[config.mk]
export PLATFORM = sky130hd
export DESIGN_NAME = imul_share_arbiter
export DESIGN_NICKNAME = d
export VERILOG_FILES = /design/src/rtl/imul_share_arbiter.sv
export SDC_FILE = /design/constraint.sdc
export NUM_CORES = 1
export LEC_CHECK = 0
export BUFFER_PORTS_ARGS = -buffer_cell sky130_fd_sc_hd__buf_2
export CAP_MARGIN = 0
export CORE_AREA = 4 4 205 207
export CTS_CLUSTER_DIAMETER = 30
export CTS_CLUSTER_SIZE = 20
export DETAILED_ROUTE_END_ITERATION = 8
export DIE_AREA = 0 0 209 211
export HOLD_SLACK_MARGIN = 0.02
export MAX_ROUTING_LAYER = met4
export PLACE_DENSITY_LB_ADDON = 0.12
export SETUP_SLACK_MARGIN = 0.5
export SKIP_LAST_GASP = 1
export SLEW_MARGIN = 20
export SYNTH_ARGS = -nofsm -noshare
export SYNTH_HDL_FRONTEND = slang
export SYNTH_SLANG_ARGS = --single-unit
[constraint.sdc]
create_clock -name i_clk -period 3.6 [get_ports i_clk]
set_input_delay 0.72 -clock i_clk [delete_from_list [all_inputs] [get_ports i_clk]]
set_output_delay 0.72 -clock i_clk [all_outputs]
set_load 0.005 [all_outputs]
[src/rtl/imul_share_arbiter.sv]
`default_nettype none
// ============================================================================
//  Module   : imul_share_arbiter
//  Purpose  : Shares one multi-cycle integer multiplier between NREQ
//             requesters. Round-robin grant, one operation in flight, result
//             held on the response bus until the owning requester accepts it.
//  Ports    : i_clk/i_nrst        clock, synchronous active-low reset
//             i_req_*             per-requester request channel (packed)
//             o_req_ready         one-hot grant, only while idle
//             o_mul_*             latched operands/flags + start pulse
//             i_mul_res/valid     multiplier result channel
//             o_resp_valid/data   response to owner, i_resp_ready accepts
//             i_flush             per-requester cancel
//             o_err               one-cycle pulse when an op times out
//  Revision : 1.0  initial release
// ============================================================================
module imul_share_arbiter #(
    parameter int NREQ        = 2,
    parameter int XLEN        = 64,
    parameter int MUL_TIMEOUT = 16
) (
    input  logic                 i_clk,
    input  logic                 i_nrst,
    input  logic [NREQ-1:0]      i_req_valid,
    output logic [NREQ-1:0]      o_req_ready,
    input  logic [NREQ*XLEN-1:0] i_req_a1,
    input  logic [NREQ*XLEN-1:0] i_req_a2,
    input  logic [NREQ-1:0]      i_req_unsign,
    input  logic [NREQ-1:0]      i_req_high,
    input  logic [NREQ-1:0]      i_req_rv32,
    input  logic [NREQ-1:0]      i_flush,
    output logic                 o_mul_ena,
    output logic [XLEN-1:0]      o_mul_a1,
    output logic [XLEN-1:0]      o_mul_a2,
    output logic                 o_mul_unsign,
    output logic                 o_mul_high,
    output logic                 o_mul_rv32,
    input  logic [XLEN-1:0]      i_mul_res,
    input  logic                 i_mul_valid,
    output logic [NREQ-1:0]      o_resp_valid,
    input  logic [NREQ-1:0]      i_resp_ready,
    output logic [XLEN-1:0]      o_resp_data,
    output logic                 o_err
);

    localparam int c_IW = (NREQ > 1) ? $clog2(NREQ) : 1;
    localparam int c_CW = $clog2(MUL_TIMEOUT + 1);

    localparam logic [1:0] c_ST_IDLE  = 2'd0;
    localparam logic [1:0] c_ST_ISSUE = 2'd1;
    localparam logic [1:0] c_ST_WAIT  = 2'd2;
    localparam logic [1:0] c_ST_RESP  = 2'd3;

    localparam logic [c_IW-1:0] c_LAST_REQ = c_IW'(NREQ - 1);
    // The counter is 0 in the first WAIT cycle, so the MUL_TIMEOUT-th WAIT
    // cycle without a result is the one where it reads MUL_TIMEOUT-1.
    localparam logic [c_CW-1:0] c_CNT_LAST = c_CW'(MUL_TIMEOUT - 1);

    logic [1:0]      r_state;
    logic [1:0]      w_state_nxt;
    logic [c_IW-1:0] r_rr_ptr;
    logic [c_IW-1:0] r_tag;
    logic [c_CW-1:0] r_cnt;
    logic            r_cancel;
    logic [XLEN-1:0] r_a1;
    logic [XLEN-1:0] r_a2;
    logic            r_unsign;
    logic            r_high;
    logic            r_rv32;
    logic [XLEN-1:0] r_resp_data;

    logic [NREQ-1:0] w_req_eff;
    logic            w_found;
    logic [c_IW-1:0] w_winner;
    logic [c_IW:0]   w_idx;
    logic            w_take;
    logic [NREQ-1:0] w_grant;
    logic [NREQ-1:0] w_resp_oh;
    logic            w_err;

    // Round-robin search starting at r_rr_ptr; a requester flushing this
    // cycle is not eligible.
    always_comb begin
        w_req_eff = i_req_valid & ~i_flush;
        w_found   = 1'b0;
        w_winner  = '0;
        w_idx     = '0;
        for (int k = 0; k < NREQ; k++) begin
            w_idx = {1'b0, r_rr_ptr} + (c_IW + 1)'(k);
            if (w_idx >= (c_IW + 1)'(NREQ)) begin
                w_idx = w_idx - (c_IW + 1)'(NREQ);
            end
            if (!w_found && w_req_eff[w_idx[c_IW-1:0]]) begin
                w_found  = 1'b1;
                w_winner = w_idx[c_IW-1:0];
            end
        end
    end

    // Grant is only offered in IDLE and out of reset, so valid&ready reduces
    // to "a winner exists while idle".
    assign w_take = (r_state == c_ST_IDLE) && w_found && i_nrst;

    always_comb begin
        w_grant = '0;
        if (w_take) begin
            w_grant[w_winner] = 1'b1;
        end
    end

    always_comb begin
        w_resp_oh = '0;
        if (r_state == c_ST_RESP) begin
            w_resp_oh[r_tag] = 1'b1;
        end
    end

    always_comb begin
        w_state_nxt = r_state;
        w_err       = 1'b0;
        case (r_state)
            c_ST_IDLE: begin
                if (w_take) begin
                    w_state_nxt = c_ST_ISSUE;
                end
            end
            c_ST_ISSUE: begin
                w_state_nxt = c_ST_WAIT;
            end
            c_ST_WAIT: begin
                // A flush arriving together with the result still discards it.
                if (i_mul_valid) begin
                    w_state_nxt = (r_cancel || i_flush[r_tag]) ? c_ST_IDLE : c_ST_RESP;
                end else if (r_cnt == c_CNT_LAST) begin
                    w_err       = 1'b1;
                    w_state_nxt = c_ST_IDLE;
                end
            end
            c_ST_RESP: begin
                if (i_resp_ready[r_tag] || i_flush[r_tag]) begin
                    w_state_nxt = c_ST_IDLE;
                end
            end
            default: begin
                w_state_nxt = c_ST_IDLE;
            end
        endcase
    end

    always_ff @(posedge i_clk) begin
        if (!i_nrst) begin
            r_state     <= c_ST_IDLE;
            r_rr_ptr    <= '0;
            r_tag       <= '0;
            r_cnt       <= '0;
            r_cancel    <= 1'b0;
            r_a1        <= '0;
            r_a2        <= '0;
            r_unsign    <= 1'b0;
            r_high      <= 1'b0;
            r_rv32      <= 1'b0;
            r_resp_data <= '0;
        end else begin
            r_state <= w_state_nxt;
            case (r_state)
                c_ST_IDLE: begin
                    if (w_take) begin
                        r_a1     <= i_req_a1[int'(w_winner)*XLEN +: XLEN];
                        r_a2     <= i_req_a2[int'(w_winner)*XLEN +: XLEN];
                        r_unsign <= i_req_unsign[w_winner];
                        r_high   <= i_req_high[w_winner];
                        r_rv32   <= i_req_rv32[w_winner];
                        r_tag    <= w_winner;
                        r_cancel <= 1'b0;
                        r_rr_ptr <= (w_winner == c_LAST_REQ) ? '0 : w_winner + c_IW'(1);
                    end
                end
                c_ST_ISSUE: begin
                    r_cnt <= '0;
                    if (i_flush[r_tag]) begin
                        r_cancel <= 1'b1;
                    end
                end
                c_ST_WAIT: begin
                    r_cnt <= r_cnt + c_CW'(1);
                    if (i_flush[r_tag]) begin
                        r_cancel <= 1'b1;
                    end
                    if (i_mul_valid) begin
                        r_resp_data <= i_mul_res;
                    end
                end
                default: begin
                end
            endcase
        end
    end

    assign o_req_ready  = w_grant;
    assign o_mul_ena    = (r_state == c_ST_ISSUE);
    assign o_mul_a1     = r_a1;
    assign o_mul_a2     = r_a2;
    assign o_mul_unsign = r_unsign;
    assign o_mul_high   = r_high;
    assign o_mul_rv32   = r_rv32;
    assign o_resp_valid = w_resp_oh;
    assign o_resp_data  = r_resp_data;
    assign o_err        = w_err;

endmodule
`default_nettype wire

==> results summary <==
The endpoint required time on the critical path is 2.88 ns. The total overflow reported by the global router came out at 0. The final-stage net count came out at 1684. The number of CTS-inserted buffers is 67. The internal power came out at 7130 uW.

The worst-margin pin slew is 0.798 ns. The die area came out at 0.0441 mm^2. The number of gates resized after CTS was 0. The average vias per placed instance is 4.28. The post-detailed-placement cell area is 0.0108 mm^2. The routed length per placed instance is 19.1 um. The die extent in x came out at 209 um. The total clock sinks is 205. Across all layers, the routed design uses 8324 vias.

The worst setup path is captured at a primary output. The area of the mapped netlist is 0.00763 mm^2. The class of the most critical hold timing path is input pin to register. The clock slew at the register clock pins of the worst setup and hold paths came out at 0.04 ns. The clock latency on the worst-skew pair came out at 0.57 ns. The post-synthesis register bit count came out at 205.

Of all flip-flops after synthesis, the portion carrying an async set or reset was 0. Summed over all nets, the switching power comes to 2440 uW. The part of the total power dissipated in the clock network is 0.593. The final number of hold-violating endpoints came to 0. The global-route wire length before repair is 52.4 mm. The highest achievable clock rate is 363 MHz. The fraction of layout instances using a drive strength above 1 is 0.473. The row count came out at 74. The core region is 0.0404 mm^2. The flow ran to the end, and the final reports show no timing, DRC or antenna violations. The layout has 4325 filler cells. Summed over all nets, wire length on met2 after detailed routing comes to 17.9 mm. Data arrives at the worst endpoint at 2.03 ns. The number of I/O pins came out at 536. The average size of a mapped cell is 9.63 um^2. The relative contribution of sequential cells to total power came out at 0.280. The max-slew violation count came out at 0. The count of max-cap constraint violations came out at 0. The number of search-and-repair iterations in the first detailed-routing pass is 9. In this run, distinct cell masters in the synthesized netlist total 34. Across every metal layer, demand over resource in global routing totals 0.161. Setup repair after global routing left no endpoint under its margin.

The deepest clock path buffer count is 3. The setup slack on the worst flop-to-flop path is 1.33 ns. The Yosys step of the flow raised 0 warnings. The sum of routed wire segments on met1 came out at 14.2 mm. The combinational fraction of design power is 0.127.

The area growth from synthesis to layout is 71.7%. The number of enable-type register cells in the synthesized netlist came out at 0. The maximum ir drop on the vdd rail is 0.000392 V. Entering global routing, the biggest net connects 125 pins. The maximum level of the CTS H-tree came out at 3. Buffers placed on the I/O ports in this run total 535.

The post-cts hold buffer count came out at 0. The end-of-flow core utilization came out at 0.325. Signal routing reaches up to met4. The fraction of power spent switching nets is 0.255. The starting utilization of the core area came out at 0.189. The number of standard cells after synthesis is 793.

Setup total negative slack on the finished layout was measured at 0 ns. For this run, the register share of the synthesized area comes to 0.538. Between clock sinks in the finished design, the worst skew comes to 0.0195 ns. The sum of routed wire length over all layers is 37.2 mm. The fraction of the cycle the final worst path needs came out at 0.765. The net count after synthesis came out at 1135. Among all flip-flop cells after synthesis, the most frequent one is sky130_fd_sc_hd__dfxtp_1.

Buffers added to address setup during post-CTS repair amount to 0. In this run the power density over the cells is 730 mW/mm^2. The HPWL after detailed placement is 27.2 mm.

The biggest fanout along the worst timing path came out at 6. In this run the static leakage power is 0.00699 uW. The tree is rooted in a sky130_fd_sc_hd__clkbuf_16. The count of nets left with antenna violations after detail routing came out at 0. The category of the worst setup path launch point is a register. The placer congestion estimate came out at 0.848. The critical path is of the register to primary output type.

The shortest period the worst path allows is 2.75 ns. The total DRC errors in the routed layout came out at 0. The iteration-0 DRC count of the detailed router came out at 820. The vertical die dimension came out at 211 um. The amount of wire on met3 after detailed routing came out at 3.98 mm. TritonCTS built the clock tree.

Once layout is done, the placed cells without fillers occupy 0.0131 mm^2. The count of endpoints failing setup in the final report came out at 0. The via count of the first global-routing pass is 8357. The number of antenna violations at the first check in global routing came to 22. The worst pin sits at a relative slew slack of 0.466.
-- power by group through the flow --
stage | Clock [uW] | Sequential (uW) | Combinational (uW)
2_1_floorplan | 0 | 2740 | 525
3_3_place_gp | 0 | 2710 | 1240
3_5_place_dp | 0 | 2720 | 1240
4_1_cts | 5840 | 2680 | 1250
5_1_grt | 5960 | 2720 | 1340
6_report | 5680 | 2680 | 1210
-- layout make-up --
type,count,area [um^2],area share
clock inverters,27,364,0.0278
repair buffers,545,2790,0.213
flip-flops and latches,205,4100,0.313
well taps,532,666,0.0508
multi-input cells,386,2740,0.209
clock buffers,92,1870,0.143
diodes,23,57.6,0.00439
inverters,137,514,0.0392
-- synthesized netlist by cell type (2+ instances only) --
| cell type | number | area share |
|---|---|---|
| sky130_fd_sc_hd__and2_1 | 3 | 0.0025 |
| sky130_fd_sc_hd__o21ai_0 | 6 | 0.0039 |
| sky130_fd_sc_hd__a21oi_1 | 4 | 0.0026 |
| sky130_fd_sc_hd__nand2b_1 | 2 | 0.0016 |
| sky130_fd_sc_hd__ha_1 | 7 | 0.011 |
| sky130_fd_sc_hd__nor2b_1 | 3 | 0.0025 |
| sky130_fd_sc_hd__a222oi_1 | 131 | 0.17 |
| sky130_fd_sc_hd__nand3_1 | 5 | 0.0033 |
| sky130_fd_sc_hd__nand2_1 | 135 | 0.066 |
| sky130_fd_sc_hd__dfxtp_1 | 205 | 0.54 |
| sky130_fd_sc_hd__buf_1 | 4 | 0.0020 |
| sky130_fd_sc_hd__clkbuf_1 | 32 | 0.016 |
| sky130_fd_sc_hd__nor3_1 | 3 | 0.0020 |
| sky130_fd_sc_hd__nor2_1 | 2 | 0.00098 |
| sky130_fd_sc_hd__inv_1 | 137 | 0.067 |
| sky130_fd_sc_hd__buf_2 | 28 | 0.018 |
| sky130_fd_sc_hd__a21boi_0 | 66 | 0.065 |
| sky130_fd_sc_hd__nor3b_1 | 4 | 0.0039 |
-- sequential cells by signal, summed over array words and instances, names as in the netlist --
name,flops
o_mul_a1,64
o_mul_a2,64
o_mul_high,1
o_mul_rv32,1
o_mul_unsign,1
o_resp_data,64
r_cancel,1
r_cnt,5
r_rr_ptr,1
r_state,2
r_tag,1
-- cells by family (layout without fill, tap and decap cells) --
kind of cell,after synthesis,in the layout,share of synthesized area
adders and majority gates,7,7,0.0115
AOI/OAI and AO/OA,214,214,0.253
muxes,1,1,0.00148
other,0,23,0
buffers and inverters,202,801,0.104
and+or+nand+nor,164,164,0.0916
DFF,205,205,0.538
-- metal layers --
layer,up-vias,GRT usage
met5,-,-
met4,0,0.0761
met3,61,0.0802
met2,396,0.258
met1,3849,0.167
li1,4018,-
-- critical path, cell delays in order, from the launching register on --
cell and delay (ns):
sky130_fd_sc_hd__dfxtp_1 0.33, sky130_fd_sc_hd__inv_1 0.12, sky130_fd_sc_hd__ha_1 0.33, sky130_fd_sc_hd__nand2_2 0.14, sky130_fd_sc_hd__a311oi_4 0.32, sky130_fd_sc_hd__buf_2 0.23
-- worst paths after layout --
check                                                from  cells past startpoint                         to
worst max-delay path              r_state[1]$_SDFFE_PN0P_                      5             o_req_ready[0]
worst min-delay path                         i_req_a2[92]                      3  o_mul_a2[28]$_SDFFE_PN0P_
worst max register to register    r_state[1]$_SDFFE_PN0P_                      7  o_mul_a2[25]$_SDFFE_PN0P_
worst min register to register  o_mul_a1[38]$_SDFFE_PN0P_                      2  o_mul_a1[38]$_SDFFE_PN0P_
-- layout by cell type, fill, tap and decap left out, drive strengths merged, types with 2 or more instances in the layout --
cell and count:
buf 545, dfxtp 205, inv 140, nand2 136, a222oi 131, clkbuf 92
a21boi 67, diode 23, clkinv 18, ha 7, o21ai 6, bufinv 6
nand3 5, nor3b 4, a21oi 4, nor3 4, nand2b 4, nor2b 3
and2 3, nor2 2
-- through the flow --
| step | total power (uW) | std cells | worst slack (ns) | hold WS [ns] |
|---|---|---|---|---|
| global placement | 3960 | 1805 | 1.11 | 0.441 |
| detailed placement | 3960 | 1805 | 1.09 | 0.445 |
| floorplan | 3260 | 793 | 1.43 | 0.460 |
| finish | 9570 | 1947 | 0.846 | 0.377 |
| global route | 10000 | 1945 | 0.682 | 0.359 |
| CTS | 9770 | 1924 | 0.768 | 0.334 |
Note: power is estimated with default switching activity, not from simulation.
